==> src/rtl/time_to_count_if.sv <==
// rtl/time_to_count_if.sv - start/busy/done handshake bundle for the BCD MM:SS to seconds converter
interface time_to_count_if #(
    parameter int COUNT_W = 12
);
    logic               start;
    logic [15:0]        time_in;
    logic               busy;
    logic               done;
    logic [COUNT_W-1:0] count_out;
    logic               bcd_err;
    logic               ovf;

    modport master (
        output start, time_in,
        input  busy, done, count_out, bcd_err, ovf
    );

    modport slave (
        input  start, time_in,
        output busy, done, count_out, bcd_err, ovf
    );
endinterface

==> src/rtl/time_to_count.sv <==
// rtl/time_to_count.sv - validates a BCD MM:SS entry and folds it into binary seconds, one digit per cycle
module time_to_count #(
    parameter int COUNT_W = 12
) (
    input  logic             clk,
    input  logic             rst,
    time_to_count_if.slave   bus
);

    typedef enum logic [1:0] {
        ST_IDLE = 2'd0,
        ST_CONV = 2'd1,
        ST_DONE = 2'd2
    } state_t;

    localparam logic [13:0] MAX_CNT = 14'((14'd1 << COUNT_W) - 14'd1);

    state_t             state_q, state_d;
    logic [15:0]        tin_q, tin_d;
    logic [12:0]        acc_q, acc_d;
    logic [1:0]         idx_q, idx_d;
    logic [COUNT_W-1:0] count_q, count_d;
    logic               err_q, err_d;
    logic               ovf_q, ovf_d;

    logic [3:0]         digit;
    logic [12:0]        acc_x10;
    logic [12:0]        acc_x6;
    logic [12:0]        horner;
    logic               in_valid;

    always_comb begin
        in_valid = (bus.time_in[15:12] <= 4'd9) && (bus.time_in[11:8] <= 4'd9) &&
                   (bus.time_in[7:4]   <= 4'd5) && (bus.time_in[3:0]  <= 4'd9);
    end

    always_comb begin
        digit = 4'd0;
        case (idx_q)
            2'd3:    digit = tin_q[15:12];
            2'd2:    digit = tin_q[11:8];
            2'd1:    digit = tin_q[7:4];
            default: digit = tin_q[3:0];
        endcase
    end

    // Minute digits scale by 10, the sec-tens step by 6 (60 = 6*10), all shift-add.
    always_comb begin
        acc_x10 = (acc_q << 3) + (acc_q << 1);
        acc_x6  = (acc_q << 2) + (acc_q << 1);
        horner  = {9'd0, digit};
        case (idx_q)
            2'd3:    horner = {9'd0, digit};
            2'd2:    horner = acc_x10 + {9'd0, digit};
            2'd1:    horner = acc_x6 + {9'd0, digit};
            default: horner = acc_x10 + {9'd0, digit};
        endcase
    end

    always_comb begin
        state_d = state_q;
        tin_d   = tin_q;
        acc_d   = acc_q;
        idx_d   = idx_q;
        count_d = count_q;
        err_d   = err_q;
        ovf_d   = ovf_q;
        case (state_q)
            ST_IDLE: begin
                if (bus.start) begin
                    tin_d = bus.time_in;
                    if (!in_valid) begin
                        state_d = ST_DONE;
                        err_d   = 1'b1;
                        ovf_d   = 1'b0;
                        count_d = '0;
                    end else begin
                        state_d = ST_CONV;
                        acc_d   = '0;
                        idx_d   = 2'd3;
                    end
                end
            end
            ST_CONV: begin
                acc_d = horner;
                if (idx_q == 2'd0) begin
                    state_d = ST_DONE;
                    err_d   = 1'b0;
                    if ({1'b0, horner} > MAX_CNT) begin
                        ovf_d   = 1'b1;
                        count_d = '1;
                    end else begin
                        ovf_d   = 1'b0;
                        count_d = horner[COUNT_W-1:0];
                    end
                end else begin
                    idx_d = idx_q - 2'd1;
                end
            end
            ST_DONE: begin
                state_d = ST_IDLE;
            end
            default: begin
                state_d = ST_IDLE;
            end
        endcase
    end

    always_ff @(posedge clk) begin
        if (rst) begin
            state_q <= ST_IDLE;
            tin_q   <= '0;
            acc_q   <= '0;
            idx_q   <= '0;
            count_q <= '0;
            err_q   <= 1'b0;
            ovf_q   <= 1'b0;
        end else begin
            state_q <= state_d;
            tin_q   <= tin_d;
            acc_q   <= acc_d;
            idx_q   <= idx_d;
            count_q <= count_d;
            err_q   <= err_d;
            ovf_q   <= ovf_d;
        end
    end

    assign bus.busy      = (state_q != ST_IDLE);
    assign bus.done      = (state_q == ST_DONE);
    assign bus.count_out = count_q;
    assign bus.bcd_err   = err_q;
    assign bus.ovf       = ovf_q;

endmodule

==> src/flat_wrapper.sv <==
// flat-port wrapper written by rule: the top's interface ports become plain ports
module time_to_count_flat 
#(
    parameter int COUNT_W = 12
)
  (clk, rst, bus_start, bus_time_in, bus_busy, bus_done, bus_count_out, bus_bcd_err, bus_ovf);
  time_to_count_if #(.COUNT_W(COUNT_W)) bus_i ();
  input  logic clk;
  input  logic rst;
  input wire logic [$bits(bus_i.start)-1:0] bus_start;
  input wire logic [$bits(bus_i.time_in)-1:0] bus_time_in;
  output wire logic [$bits(bus_i.busy)-1:0] bus_busy;
  output wire logic [$bits(bus_i.done)-1:0] bus_done;
  output wire logic [$bits(bus_i.count_out)-1:0] bus_count_out;
  output wire logic [$bits(bus_i.bcd_err)-1:0] bus_bcd_err;
  output wire logic [$bits(bus_i.ovf)-1:0] bus_ovf;
  assign bus_i.start = bus_start;
  assign bus_i.time_in = bus_time_in;
  assign bus_busy = bus_i.busy;
  assign bus_done = bus_i.done;
  assign bus_count_out = bus_i.count_out;
  assign bus_bcd_err = bus_i.bcd_err;
  assign bus_ovf = bus_i.ovf;
  time_to_count #(.COUNT_W(COUNT_W)) u_core (.clk(clk), .rst(rst), .bus(bus_i));
endmodule
==> config.mk <==
export PLATFORM = sky130hd
export DESIGN_NAME = time_to_count_flat
export DESIGN_NICKNAME = d
export VERILOG_FILES = /design/src/rtl/time_to_count_if.sv /design/src/rtl/time_to_count.sv /design/src/flat_wrapper.sv
export SDC_FILE = /design/constraint.sdc
export NUM_CORES = 1
export LEC_CHECK = 0
export ABC_AREA = 1
export CAP_MARGIN = 25
export CORE_UTILIZATION = 58
export DETAILED_ROUTE_END_ITERATION = 7
export HOLD_SLACK_MARGIN = 0.02
export PLACE_DENSITY = 0.81
export SLEW_MARGIN = 5
export SYNTH_ARGS = -nofsm -noshare
export SYNTH_HDL_FRONTEND = slang
export SYNTH_SLANG_ARGS = --single-unit
==> constraint.sdc <==
create_clock -name clk -period 6.46 [get_ports clk]
set_clock_uncertainty 0.2 [all_clocks]
set_input_delay 1.292 -clock clk [delete_from_list [all_inputs] [get_ports clk]]
set_output_delay 1.292 -clock clk [all_outputs]
set_load 0.05 [all_outputs]
; After elaboration in Yosys (flattened, before gate mapping)
; Cells that the tools add are included.
[totals]
word_cells = 66
out_inout_bits = 16
inputBits = 19
regBits = 46
[classes]
n_addsub = 5
eq_ne = 10
reduce_logical = 12
n_mux = 27
order_cmp = 5
[ops]
columns = operator, count
row1 = $mux W12, 6
row2 = $pmux W12 S2, 2
row3 = $add A13 B13 Y13, 2
row4 = $add A13 B4 Y13, 2
row5 = $pmux W13 S2, 1
row6 = $gt A13 B12 Y1 const B, 1
row7 = $le A4 B4 Y1 const B, 3
row8 = $mux W2, 6
row9 = $pmux W4 S3, 1
row10 = $pmux W2 S2, 2
row11 = $reduce_and A4 Y1, 2
row12 = $mux W1, 7
row13 = $eq A2 B2 Y1 const B, 3
row14 = $ne A2 B2 Y1 const B, 3
row15 = $eq A2 B1 Y1 const B, 2
row16 = $le A4 B3 Y1 const B, 1
row17 = $logic_not A2 Y1, 2
row18 = $ne A2 B1 Y1 const B, 2
row19 = $pmux W1 S2, 2
row20 = $reduce_and A2 Y1, 2
row21 = $reduce_bool A2 Y1, 2
row22 = $logic_and A1 B1 Y1, 3
row23 = $reduce_and A3 Y1, 1
row24 = $sub A2 B1 Y2 const B, 1

; Depth between registers and ports, before layout
; Gate-level depths: netlist (run 1).
[depth]
word_depth = 8
mapped_depth = 21
ltp_nobuf = 21

; Worst setup path before layout (run 1)
; Ideal clock, no wire load.
[synth_timing]
path_type = reg-to-reg
start = register u_core.idx_q[0]
end = register u_core.count_q[10], in the netlist u_core.bus.count_out[10]
period_less_slack_ps = 3252
required_time_ps = 6132
path_stages_with_launch = 19
path_buffers = 0
setup_ps = 128
t_arrival_ps = 2924
setup_slack_ps = 3208
path_cell_list = dfxtp_1 -> inv_1 -> ha_1 -> inv_1 -> nand2_1 -> o21ai_0 -> inv_1 -> fa_1 -> fa_1 -> nand2_1 -> nand3_1 -> nand3_1 -> nand3b_1 -> nand3_1 -> nand2_1 -> nand3_1 -> nand2_1 -> nor2_1 -> nor2_1
[synth_between]
elab_chain_cells = 8
elab_cells_between_ends = 14
classes_between = add/sub: 2 / order compare: 1 / eq/ne: 4 / mux: 5 / reduce/logical: 2
[synth_rtl]
columns = item, line
row1 = from (decl), time_to_count.sv:21  ; logic [1:0] idx_q, idx_d;
row2 = from (signal assigned), time_to_count.sv:122  ; idx_q <= idx_d;
row3 = $eq A2 B1 Y1 or $eq A2 B2 Y1 (tied branches), "time_to_count.sv:39, time_to_count.sv:52"
row4 = $pmux W4 S3, time_to_count.sv:39  ; case (idx_q)
row5 = $add A13 B4 Y13 (on tied branches), "time_to_count.sv:54, time_to_count.sv:56, time_to_count.sv:55"
row6 = $pmux W13 S2, time_to_count.sv:52  ; case (idx_q)
row7 = $gt A13 B12 Y1, time_to_count.sv:89  ; if ({1'b0, horner} > MAX_CNT) begin
row8 = $mux W12, time_to_count.sv:89
row9 = $mux W12, time_to_count.sv:86  ; if (idx_q == 2'd0) begin
row10 = $pmux W12 S2, time_to_count.sv:68  ; case (state_q)
row11 = to (signal assigned), time_to_count.sv:123  ; count_q <= count_d;
row12 = to (decl), time_to_count.sv:22  ; logic [COUNT_W-1:0] count_q, count_d;
; Parallel ways exist; a longest one is shown, timed or not. The select of a mux whose other input is x is not followed.
; A chain may end at the register's enable or synchronous reset.

; Worst setup path in the final report (run 1)
[layout_timing]
start = register u_core.idx_q[1]
end = register u_core.count_q[10], in the netlist u_core.bus.count_out[10]
; Same word-level chain as after synthesis.

==> results of run 1 <==
[cell usage after synthesis (all sizes together)]
master / number / area share
o21bai: 1 / 0.0021
o211ai: 1 / 0.0021
inv: 79 / 0.083
nor2: 56 / 0.063
a22o: 2 / 0.0049
nand3: 39 / 0.054
dfxtp: 46 / 0.26
nand4: 4 / 0.0070
clkbuf: 4 / 0.0042
xor2: 1 / 0.0024
fa: 5 / 0.028
buf: 10 / 0.016
a21o: 2 / 0.0042
a31o: 1 / 0.0024
o22ai: 2 / 0.0035
nand3b: 8 / 0.017
o21a: 2 / 0.0042
a31oi: 2 / 0.0035
nor3: 1 / 0.0014
a22oi: 2 / 0.0056
or2: 2 / 0.0035
nand2: 154 / 0.16
clkinv: 1 / 0.0010
a21oi: 46 / 0.065
ha: 42 / 0.15
o21ai: 37 / 0.052
and2: 3 / 0.0052
[cell type report]
cell class | count | share of cell area
inverter | 80 | 0.07389
clock buffer | 5 | 0.01693
timing repair buffer | 34 | 0.08374
sequential | 46 | 0.2266
multi-input combinational | 413 | 0.5650
clock inverter | 3 | 0.01078
tap | 75 | 0.02309
[state kept, by name, indices dropped and copies added, names as in the netlist]
| register | cells |
|---|---|
| u_core.tin_q | 16 |
| u_core.acc_q | 12 |
| u_core.bus.count_out | 12 |
| u_core.idx_q | 2 |
| u_core.state_q | 2 |
| u_core.bus.bcd_err | 1 |
| u_core.bus.ovf | 1 |
[cells by family after synthesis]
group | synth area share
simple gates | 0.3138
fa+ha+maj | 0.1743
buf+inv | 0.1036
compound gates | 0.1492
xor+xnor | 0.002441
flops | 0.2566
[per-stage QoR]
step                      setup WS [ns]  instance area, um^2  std cells
after global routing              2.301                 4064        656
final                             2.567                 4064        656
after CTS                         2.609                 4064        656
after floorplan                   3.208                 3588        553
after global placement            2.725                 3951        648
after detailed placement          2.655                 3951        648
[power groups by stage]
stage          clock network (mW)  registers (mW)  logic (mW)
2_1_floorplan                   0           0.330      0.0985
3_3_place_gp                    0           0.317       0.154
3_5_place_dp                    0           0.318       0.157
4_1_cts                     0.223           0.311       0.159
5_1_grt                     0.231           0.313       0.178
6_report                    0.221           0.312       0.160
[worst paths after layout]
path                                              startpoint                                     to  slack (ns)  cells past startpoint
worst max-delay path            u_core.idx_q[1]$_SDFFE_PP0P_  u_core.bus.count_out[10]$_SDFFE_PP0P_        2.57                     19
worst min-delay path            u_core.tin_q[5]$_SDFFE_PP0P_           u_core.tin_q[5]$_SDFFE_PP0P_        0.26                      2
worst max register to register  u_core.idx_q[1]$_SDFFE_PP0P_  u_core.bus.count_out[10]$_SDFFE_PP0P_        2.57                     19
worst min register to register  u_core.tin_q[5]$_SDFFE_PP0P_           u_core.tin_q[5]$_SDFFE_PP0P_        0.26                      2
[tightest hold or removal path, stage by stage (launching register included)]
cell	delay [ns]
dfxtp_1	0.31
inv_1	0.06
a21oi_1	0.05
[per-layer routing]
layer	wire, um	vias to the layer above
li1	-	1843
met3	617	21
met4	205	0
met2	4048	146
met1	4239	1645
met5	0	-
==> impl_metrics.yaml, run 1 <==
sta:
  fmax_mhz: 256.9
  rsz0062_at_grt: "no"
  final.period_utilization: 0.6026
  finalSetupTns_ns: 0
  min_period_ns: 3.893
  tightestPinTransition_ns: 0.8184
  slew_violations: 0
  slew_headroom: 0.4508
  final_hold_viol_count: 0
  setup_viol: 0
  whs_ns: 0.2593
worst_hold_path:
  hold_class: "reg -> reg"
synthesis:
  avgSynthCellArea_um2: 6.489
  ys_seq_area_frac: 0.2566
  synth_seq_cells: 46
  ys_types: 37
  netlist_instances: 553
  synth_area_um2: 3588
  synthesis.yosys.warnings: 0
  synth_nets: 619
run_status:
  status: "complete, no violations"
pwr:
  power_frac_seq: 0.450
  vdd_ir_drop_max_v: 0.0001697
  power.total_mw: 0.6926
  power_leakage_nw: 2.138
  swShare: 0.3169
  power.switching_mw: 0.2195
  p_per_area_nw_per_um2: 170.4
  combPwrFrac: 0.231
  clkPwrFrac: 0.319
  internal_power_mw: 0.4731
die:
  io_pins: 35
  die_x_um: 80.66
  fp.dieH_um: 80.66
  row_count: 28
  start_util: 0.6025
  core_area_um2: 5956
  die_area_um2: 6505
setup_path:
  critPathLaunchType: "flop"
  path_common_cell: "nand2_1"
  path_class: "reg -> reg"
  critPathBufInv: 3
  critPathMaxFanout: 15
  cp_top_family: "adder cells"
  cpMaxStageDelayCell: "fa_1"
  cp.required_ns: 6.44
  slowest_delay_ns: 0.43
  crit_chain: "inv_1 -> ha_1 -> a22o_1 -> o21ai_0 -> inv_1 -> ha_1 -> ha_1 -> inv_1 -> fa_1 -> o21ai_0 -> nand3_1 -> nand2_1 -> nand2_1 -> nand3_1 -> nand2_1 -> nand3_1 -> nand2_1 -> nor2_1 -> nor2_1"
  worstPathArrival_ns: 3.87
  setup.worst_path.end_class: "flop"
clock_tree:
  htree_levels: 2
  cts_setup_buffers: 0
  cts_sinks: 46
  numCtsBuffers: 5
  clock_insertion_delay_worst_skew_ns: 0.31
  clockBufferDepth: 2
  cts_resized: 0
  root_buffer: "clkbuf_8"
  cts_tree: "yes"
  hold_buffers: 0
  clk_pin_slew_worst_paths_ns: 0.09
grt:
  grtUsageMet1: 0.4044
  antenna_found_initial: 0
  busiest_layer: "met2"
  grt_pass1_vias: 3202
  use_met3: 0.03409
  grt_usage: 0.2974
  grt_util_met2: 0.4788
  grt-ovfl-total: 0
  grt_max_degree: 26
  grt_pass1_wl_mm: 14.86
route:
  vias: 3655
  routed_wl_mm: 9.110
  dr.first_iter.drc_count: 247
  wl_per_cell_um: 13.89
  via_per_inst: 5.572
  drc_errors: 0
  first_pass_iters: 5
  antenna_left: 0
finish:
  regArea_um2: 920.9
  drive_gt1_frac: 0.03098
  diodes: 0
  multiInputGateArea_um2: 2296
  final_util: 0.6824
  syn_to_final_growth_pct: 13.25
  layout_common_cells: "nand2_1 (152), inv_1 (76), nor2_1 (55)"
  layout_commonest_cell: "nand2_1"
  nets: 646
  n_fill_cell: 535
placement:
  dp_hpwl_mm: 7.074
  port_buffers: 34
  gp_congestion: 0.9385
flow_run:
  drv_cap: 0
Power figures use the tool's default switching activity.
==> inputs of run 2 (changes only) <==
clock period = 3.7 ns   (was 6.46 ns; I/O delays follow)
==> run 2 against run 1 <==
Combinational power is 81% higher. Worst hold slack better by 0.0092 ns. Via count decreased by 0.82%. Cell count increased by 0.76%. Clock-buffer cell count grew 2. Worst setup slack worse by 2.3 ns.
==> impl_metrics.yaml, run 2 (synthesis gave the netlist of run 1 again) <==
placement:
  gp_congestion: 0.8430
  dp_hpwl_mm: 6.974
  port_buffers: 34
  placedCellCount: 653
die:
  die_area_um2: 6505
  io_pins: 35
  start_util: 0.6025
  die_x_um: 80.66
  core_area_um2: 5956
  fp.dieH_um: 80.66
  row_count: 28
finish:
  diodes: 0
  syn_to_final_growth_pct: 14.44
  regMostFlops: "u_core.tin_q"
  final_cells: 661
  nets: 651
  drive_gt1_frac: 0.04437
  layout_common_cells: "nand2_1 (152), inv_1 (75), nor2_1 (55)"
  largest_reg_flops: 16
  layout_commonest_cell: "nand2_1"
route:
  highest_layer: "met4"
  wl_per_cell_um: 13.63
  dr_wl_met2_mm: 4.019
  drc_errors: 0
  routed_wl_mm: 9.008
  vias: 3625
  first_pass_iters: 5
  dr_wl_met3_um: 456
  dr.first_iter.drc_count: 191
  wl_met1_mm: 4.443
  via_per_inst: 5.484
  antenna_left: 0
pwr:
  power_leakage_nw: 2.157
  p_per_area_nw_per_um2: 294.7
  vdd_ir_drop_max_v: 0.0002905
setup_path:
  path_class: "reg -> reg"
  r2r_setup_slack_ns: 0.27
  reg2reg_depth: 19
  reg2reg_from: "u_core.idx_q[1]$_SDFFE_PP0P_"
  critPathMaxFanout: 5
  critPathLaunchType: "flop"
  worstPathArrival_ns: 3.42
  r2r-end: "u_core.bus.count_out[10]$_SDFFE_PP0P_"
  cp.required_ns: 3.69
  setup.worst_path.end_class: "flop"
clock_tree:
  numCtsBuffers: 5
  cts_sinks: 46
  clk_pin_slew_worst_paths_ns: 0.08
  clock_insertion_delay_worst_skew_ns: 0.30
  htree_levels: 2
  clockBufferDepth: 2
  root_buffer: "clkbuf_8"
  cts_setup_buffers: 0
  cts_tree: "yes"
sta:
  slew_headroom: 0.3335
  final.period_utilization: 0.9264
  slew_violations: 0
  setup_viol: 0
  min_period_ns: 3.428
  rsz0062_at_grt: "no"
  finalSetupTns_ns: 0
  whs_ns: 0.2685
  tightestPinTransition_ns: 0.9932
  final_hold_viol_count: 0
  fmax_mhz: 291.7
worst_hold_path:
  whs_path_depth: 2
  min_to: "u_core.tin_q[9]$_SDFFE_PP0P_"
  hold_class: "reg -> reg"
  worstHoldStart: "u_core.tin_q[9]$_SDFFE_PP0P_"
grt:
  grt_pass1_vias: 3423
  grt-ovfl-total: 0
  antenna_found_initial: 0
  grt_usage: 0.3098
  grt_max_degree: 26
  grt_pass1_wl_mm: 15.61
run_status:
  status: "complete, no violations"
flow_run:
  drv_cap: 0
run 2: cell count changes in the layout (fill, tap and decap cells not counted), sizes merged:
cell and delta:
inv -1, clkinv -1, clkbuf +2, buf +5
run 2: where the power goes:
group | internal, mW | leakage (nW) | switching (mW) | total (mW)
combinational | 0.105 | 1.73 | 0.185 | 0.290
sequential | 0.525 | 0.377 | 0.0199 | 0.544
clock | 0.202 | 0.0524 | 0.173 | 0.375
run 2: worst max path at each step:
stage,cells after the start,slack (ns),start,endpoint
5_1_grt,18,0.03,u_core.idx_q[1]$_SDFFE_PP0P_,u_core.bus.count_out[10]$_SDFFE_PP0P_
3_5_place_dp,20,0.05,u_core.idx_q[0]$_SDFFE_PP0P_,u_core.bus.count_out[10]$_SDFFE_PP0P_
4_1_cts,19,0.03,u_core.idx_q[0]$_SDFFE_PP0P_,u_core.bus.count_out[10]$_SDFFE_PP0P_
2_1_floorplan,18,0.45,u_core.idx_q[0]$_SDFFE_PP0P_,u_core.bus.count_out[10]$_SDFFE_PP0P_
3_3_place_gp,20,0.21,u_core.idx_q[0]$_SDFFE_PP0P_,u_core.bus.count_out[10]$_SDFFE_PP0P_
6_report,19,0.27,u_core.idx_q[1]$_SDFFE_PP0P_,u_core.bus.count_out[10]$_SDFFE_PP0P_
run 2: metal layers:
metal  track usage  vias to the layer above
met5             0                        -
met4       0.07321                        0
met3       0.02955                        8
met2        0.4983                      102
met1        0.4416                     1665
li1              -                     1850
run 2: stage by stage:
step           setup WS, ns    util  area [um^2]  power (mW)
2_1_floorplan        0.4482       -         3588      0.7483
3_3_place_gp         0.2110  0.6697         3989      0.8310
3_5_place_dp        0.05424  0.6697         3989      0.8366
4_1_cts             0.03369  0.6876         4095       1.210
5_1_grt             0.02847  0.6895         4106       1.272
6_report             0.2723  0.6895         4106       1.210
run 2: cell type report:
cell class | count | area, um^2
Clock buffer | 7 | 76.32
Clock inverter | 1 | 30.03
Fill cell | 555 | 1849
Inverter | 80 | 300.3
Multi-Input combinational cell | 413 | 2306
Sequential cell | 46 | 922.1
Tap cell | 75 | 93.84
Timing Repair Buffer | 39 | 377.9
run 2: worst max-delay path: stages (launching register included):
cell and delay, ns:
dfxtp_1 0.40, inv_1 0.08, ha_1 0.22, a22o_1 0.26, o21ai_2 0.19, inv_1 0.07, ha_1 0.28, ha_2 0.22
inv_1 0.06, fa_1 0.44, inv_1 0.13, nand3_1 0.11, nand3_1 0.10, nand2_1 0.05, nand3_1 0.06, nand2_1 0.09
nand2_2 0.11, clkinv_1 0.12, nor2_1 0.10, nor2_1 0.04
run 2: what timing repair did:
item	4_1_cts	5_1_grt
gates resized for setup	0	8
endpoints found under the setup margin	0	17
hold buffers	0	0
